File: src/rtl/ucsbece154a_membridge.sv
`default_nettype none
// +--------------------------------------------------------------------------+
// | Module   : ucsbece154a_membridge                                         |
// | Purpose  : Bridges single-cycle read/write requests from the multicycle  |
// |            RISC-V controller onto a req/ack variable-latency memory bus. |
// |            Stalls the controller while a transaction is outstanding,     |
// |            registers read data, flags misaligned and conflicting access. |
// | Options  : `define UCSBECE154A_MEMBRIDGE_TIMEOUT_EN builds a 16-bit bus   |
// |            timeout counter that aborts REQ after TIMEOUT_CYCLES cycles.  |
// | Revision : 1.0 - initial release                                         |
// +--------------------------------------------------------------------------+
module ucsbece154a_membridge #(
   parameter int unsigned TIMEOUT_CYCLES = 255
) (
   input  logic        clk,
   input  logic        reset,
   input  logic        rd_req_i,
   input  logic        wr_req_i,
   input  logic [31:0] adr_i,
   input  logic [31:0] wd_i,
   output logic        stall_o,
   output logic [31:0] rd_o,
   output logic        rd_valid_o,
   output logic        err_o,
   output logic        mem_req_o,
   output logic        mem_we_o,
   output logic [31:0] mem_adr_o,
   output logic [31:0] mem_wdata_o,
   input  logic        mem_ack_i,
   input  logic [31:0] mem_rdata_i
);

   localparam logic [1:0]  c_IDLE     = 2'd0;
   localparam logic [1:0]  c_REQ      = 2'd1;
   localparam logic [1:0]  c_RESP     = 2'd2;
   localparam logic [31:0] c_RD_ERR   = 32'hDEAD_BEEF;

   logic [1:0] r_state;
   logic       r_is_read;   // transaction in flight is a pure read
   logic       r_conflict;  // both requests were high when it was issued

   logic       w_req;
   logic       w_misaligned;

   assign w_req        = rd_req_i | wr_req_i;
   assign w_misaligned = |adr_i[1:0];

   // Freeze the controller from the request cycle until the response cycle
   assign stall_o = ((r_state == c_IDLE) & w_req) | (r_state == c_REQ);

`ifdef UCSBECE154A_MEMBRIDGE_TIMEOUT_EN
   // Last REQ cycle index before the abort fires (counter starts at 0)
   localparam logic [15:0] c_TO_LAST = 16'(TIMEOUT_CYCLES - 1);
   logic [15:0] r_cnt;
`endif

   // Bridge FSM plus registered bus and response outputs
   always_ff @(posedge clk or negedge reset) begin
      if (!reset) begin
         r_state     <= c_IDLE;
         r_is_read   <= 1'b0;
         r_conflict  <= 1'b0;
         mem_req_o   <= 1'b0;
         mem_we_o    <= 1'b0;
         mem_adr_o   <= 32'h0;
         mem_wdata_o <= 32'h0;
         rd_o        <= 32'h0;
         rd_valid_o  <= 1'b0;
         err_o       <= 1'b0;
`ifdef UCSBECE154A_MEMBRIDGE_TIMEOUT_EN
         r_cnt       <= 16'h0;
`endif
      end else begin
         case (r_state)
            c_IDLE: begin
               if (w_req) begin
                  if (w_misaligned) begin
                     // Reject without touching the bus; a write (including a
                     // conflicting pair) leaves rd_o alone
                     r_state <= c_RESP;
                     err_o   <= 1'b1;
                     if (!wr_req_i) begin
                        rd_o       <= 32'h0;
                        rd_valid_o <= 1'b1;
                     end
                  end else begin
                     r_state     <= c_REQ;
                     mem_req_o   <= 1'b1;
                     mem_we_o    <= wr_req_i;
                     mem_adr_o   <= {adr_i[31:2], 2'b00};
                     mem_wdata_o <= wd_i;
                     r_is_read   <= ~wr_req_i;
                     r_conflict  <= rd_req_i & wr_req_i;
`ifdef UCSBECE154A_MEMBRIDGE_TIMEOUT_EN
                     r_cnt       <= 16'h0;
`endif
                  end
               end
            end
            c_REQ: begin
               if (mem_ack_i) begin
                  // Ack has priority over a coincident timeout
                  r_state   <= c_RESP;
                  mem_req_o <= 1'b0;
                  mem_we_o  <= 1'b0;
                  err_o     <= r_conflict;
                  if (r_is_read) begin
                     rd_o       <= mem_rdata_i;
                     rd_valid_o <= 1'b1;
                  end
               end
`ifdef UCSBECE154A_MEMBRIDGE_TIMEOUT_EN
               else if (r_cnt == c_TO_LAST) begin
                  r_state   <= c_RESP;
                  mem_req_o <= 1'b0;
                  mem_we_o  <= 1'b0;
                  err_o     <= 1'b1;
                  if (r_is_read) begin
                     rd_o       <= c_RD_ERR;
                     rd_valid_o <= 1'b1;
                  end
               end else begin
                  r_cnt <= r_cnt + 16'd1;
               end
`endif
            end
            c_RESP: begin
               // The still-held request seen here is stale and is dropped
               r_state    <= c_IDLE;
               rd_valid_o <= 1'b0;
               err_o      <= 1'b0;
            end
            default: begin
               r_state <= c_IDLE;
            end
         endcase
      end
   end

`ifndef UCSBECE154A_MEMBRIDGE_TIMEOUT_EN
   // Error read pattern only reachable through the timeout path
   logic w_unused;
   assign w_unused = ^c_RD_ERR;
`endif

endmodule
`default_nettype wire

File: config.mk
export PLATFORM = sky130hd
export DESIGN_NAME = ucsbece154a_membridge
export DESIGN_NICKNAME = d
export VERILOG_FILES = /design/src/rtl/ucsbece154a_membridge.sv
export SDC_FILE = /design/constraint.sdc
export NUM_CORES = 1
export LEC_CHECK = 0
export ABC_CLOCK_PERIOD_IN_PS = 1900
export CAP_MARGIN = 5
export CORE_ASPECT_RATIO = 1.25
export CORE_MARGIN = 2
export CORE_UTILIZATION = 40
export CTS_CLUSTER_DIAMETER = 200
export DETAILED_ROUTE_END_ITERATION = 12
export PLACE_DENSITY = 0.85
export SLEW_MARGIN = 25
export SYNTH_ARGS = -nofsm -noshare
export SYNTH_HDL_FRONTEND = slang
export SYNTH_SLANG_ARGS = --single-unit
export TNS_END_PERCENT = 50
File: constraint.sdc
create_clock -name clk -period 1.9 [get_ports clk]
set_input_delay 0.285 -clock clk [delete_from_list [all_inputs] [get_ports clk]]
set_output_delay 0.285 -clock clk [all_outputs]
set_load 0.1 [all_outputs]
==> results.py <==
metrics = {
    "outcome": {
        "status": "completed",
    },
    "clocking": {
        "cts_tree": "done",
        "htreeDepth": 3,
        "path_clk_slew_ns": 0.07,
        "root_buffer": "clkbuf_16",
        "cts_sinks": 102,
        "cts_buffer_depth": 2,
        "cts_buffers": 9,
        "postCtsSetupBuffers": 0,
        "clk_latency_ns": 0.34,
    },
    "grt": {
        "overflow": 0,
        "grt_pass1_wl_um": 15500,
        "grt_max_degree": 49,
        "grt_pass1_vias": 3227,
        "antenna_found_initial": 0,
        "track_usage_pct": 18.1,
    },
    "placement": {
        "dpl.cell_count": 634,
        "dp_hpwl_um": 7540,
        "place.gp.congestion": 0.734,
        "numPortBuffers": 199,
    },
    "timing": {
        "min_period_over_period_pct": 88.1,
        "maxSlewViolCount": 0,
        "finalSetupViolations": 0,
        "finClkSkew_ns": 0.00390,
        "fmax_mhz": 597,
        "hold_viol_final": 0,
        "fin_crit_ns": 1.67,
        "grt_setup_unrepaired": "false",
    },
    "finish": {
        "antenna_cells": 0,
        "n_fill_cell": 794,
        "drive_gt1_share_pct": 37.5,
        "multi_input_area_sq_um": 1400,
        "synthToLayoutAreaGrowth_pct": 54.7,
        "stdcell_count": 651,
        "fin_nets": 618,
        "register_area_sq_um": 2550,
    },
    "drt": {
        "drc": 0,
        "routedWlPerCell_um": 15.4,
        "wirelength_um": 10000,
        "drtIter0Drc": 75,
        "drtPass1Iterations": 4,
        "postRouteAntennaNets": 0,
        "vias": 3126,
        "via_per_inst": 4.80,
    },
    "synth": {
        "yosysWarnings": 0,
        "synth_top_area_cell": "dfrtp_1",
        "yosysSeqAreaShare_pct": 62.3,
        "ys_types": 32,
        "synth_area_per_cell_sq_um": 13.0,
        "synth_area_leaders": "dfrtp_1 (62%), mux2_2 (10%), mux2_4 (9.2%)",
        "synth_cells": 315,
        "synth_area_sq_um": 4100,
        "ys_ff_latch": 102,
        "synth_top_area_share_pct": 62.3,
    },
    "floorplan": {
        "io_pins": 202,
        "die_y_um": 117,
        "die_area_sq_um": 11100,
        "rows": 41,
        "die_w_um": 94.5,
        "core_sq_um": 10100,
        "start_util_pct": 40.7,
    },
    "critical_path": {
        "crit_path_max_fanout": 10,
        "required_ns": 1.62,
        "critPathKind": "flop to output pin",
        "end_kind": "output pin",
        "worst_setup_path_start_kind": "flop",
        "arrival_ns": 1.39,
    },
    "hold_path": {
        "hold_class": "primary input to asynchronous set/reset pin",
    },
    "run": {
        "maxCapViolations": 0,
    },
}
-- path summary, 6_finish.rpt --
check	depth (start not counted)	start	to	slack [ns]
worst min-delay path	2	reset	mem_adr_o[2]	0.36
min in group clk	1	mem_req_o	mem_req_o	0.48
worst max register to register	4	r_state[0]	mem_adr_o[23]	0.35
worst max-delay path	4	r_state[0]	stall_o	0.23
max in group asynchronous	3	reset	mem_wdata_o[13]	0.78
worst min register to register	1	mem_req_o	mem_req_o	0.48
-- flip-flops by register name, summed over array words and instances (netlist names) --
register,flops
err_o,1
mem_wdata_o,32
rd_valid_o,1
r_conflict,1
rd_o,32
mem_req_o,1
r_state,2
mem_we_o,1
mem_adr_o,30
r_is_read,1
-- per-stage QoR --
step           hold WS (ns)  setup slack [ns]  util, %  setup TNS, ns  cell area, sq um
5_1_grt               0.385             0.164     63.0              0              6340
2_1_floorplan       -0.0106             0.260        -              0              4100
4_1_cts               0.352             0.193     63.0              0              6340
6_report              0.361             0.226     63.0              0              6340
3_5_place_dp          0.173           -0.0466     60.1         -0.941              6040
3_3_place_gp          0.168          -0.00284     60.1        -0.0423              6040
-- kinds of logic after synthesis --
logic type | count (synthesis) | synth area share [%]
compound gates | 42 | 5.62
buf+inv | 26 | 3.70
flops | 102 | 62.3
mux | 62 | 19.3
other cells | 1 | 0.0915
simple gates | 82 | 8.95
-- final cells by class --
class,count,share of cell area [%]
tap,129,2.55
clock buffer,13,4.27
clock inverter,3,0.276
timing repair buffer,212,30.3
multi-input combinational,188,22.1
inverter,4,0.237
sequential,102,40.3
-- critical path, cell delays in order, from the launching register on --
cell and delay [ns]:
dfrtp_1 0.39, buf_4 0.17, nor3_1 0.23, nor2_2 0.08
buf_12 0.17
-- cells in the mapped netlist --
library cell / n
o21ai_1: 2
and3b_1: 1
nor3b_1: 1
and4b_1: 1
inv_1: 4
buf_6: 5
mux2_2: 37
a21o_1: 1
nor2_1: 3
nor3_1: 1
nand3b_1: 1
clkbuf_1: 8
mux2_4: 25
nand4b_1: 1
a211o_1: 1
buf_4: 2
o21ai_0: 33
o21a_1: 1
or3_1: 1
a31o_2: 1
nand2b_1: 1
o2111a_1: 1
nor4b_4: 1
clkbuf_2: 1
nand3_1: 1
nor2_2: 3
nand2_1: 66
buf_2: 6
o22ai_1: 1
dfrtp_1: 102
conb_1: 1
a21oi_1: 1
-- layer usage --
layer	global-route usage, %	vias up	share of wire, %
li1	-	1456	-
met1	20.9	1513	38
met2	31.6	142	51
met3	4.61	15	9.1
met4	8.02	0	1.9
met5	0	-	0
-- cell usage in the layout, fill, tap and decap left out, types with 2 or more instances in the layout --
| cell | instances |
|---|---|
| buf_12 | 6 |
| buf_4 | 106 |
| clkbuf_16 | 9 |
| clkbuf_8 | 3 |
| clkdlybuf4s50_1 | 99 |
| clkinv_2 | 2 |
| conb_1 | 2 |
| dfrtp_1 | 102 |
| inv_1 | 4 |
| mux2_2 | 37 |
| mux2_4 | 25 |
| nand2_1 | 66 |
| nor2_1 | 2 |
| nor2_2 | 4 |
| o21ai_0 | 33 |
| o21ai_1 | 2 |
-- what timing repair did --
action	4_1_cts	5_1_grt
hold buffers	1	0
resized for setup	0	0
hold endpoints to repair	16	0
Power is left out: the tool's default activity adds up to more than one toggle a clock period on the data nets, which glitch-free logic cannot reach.
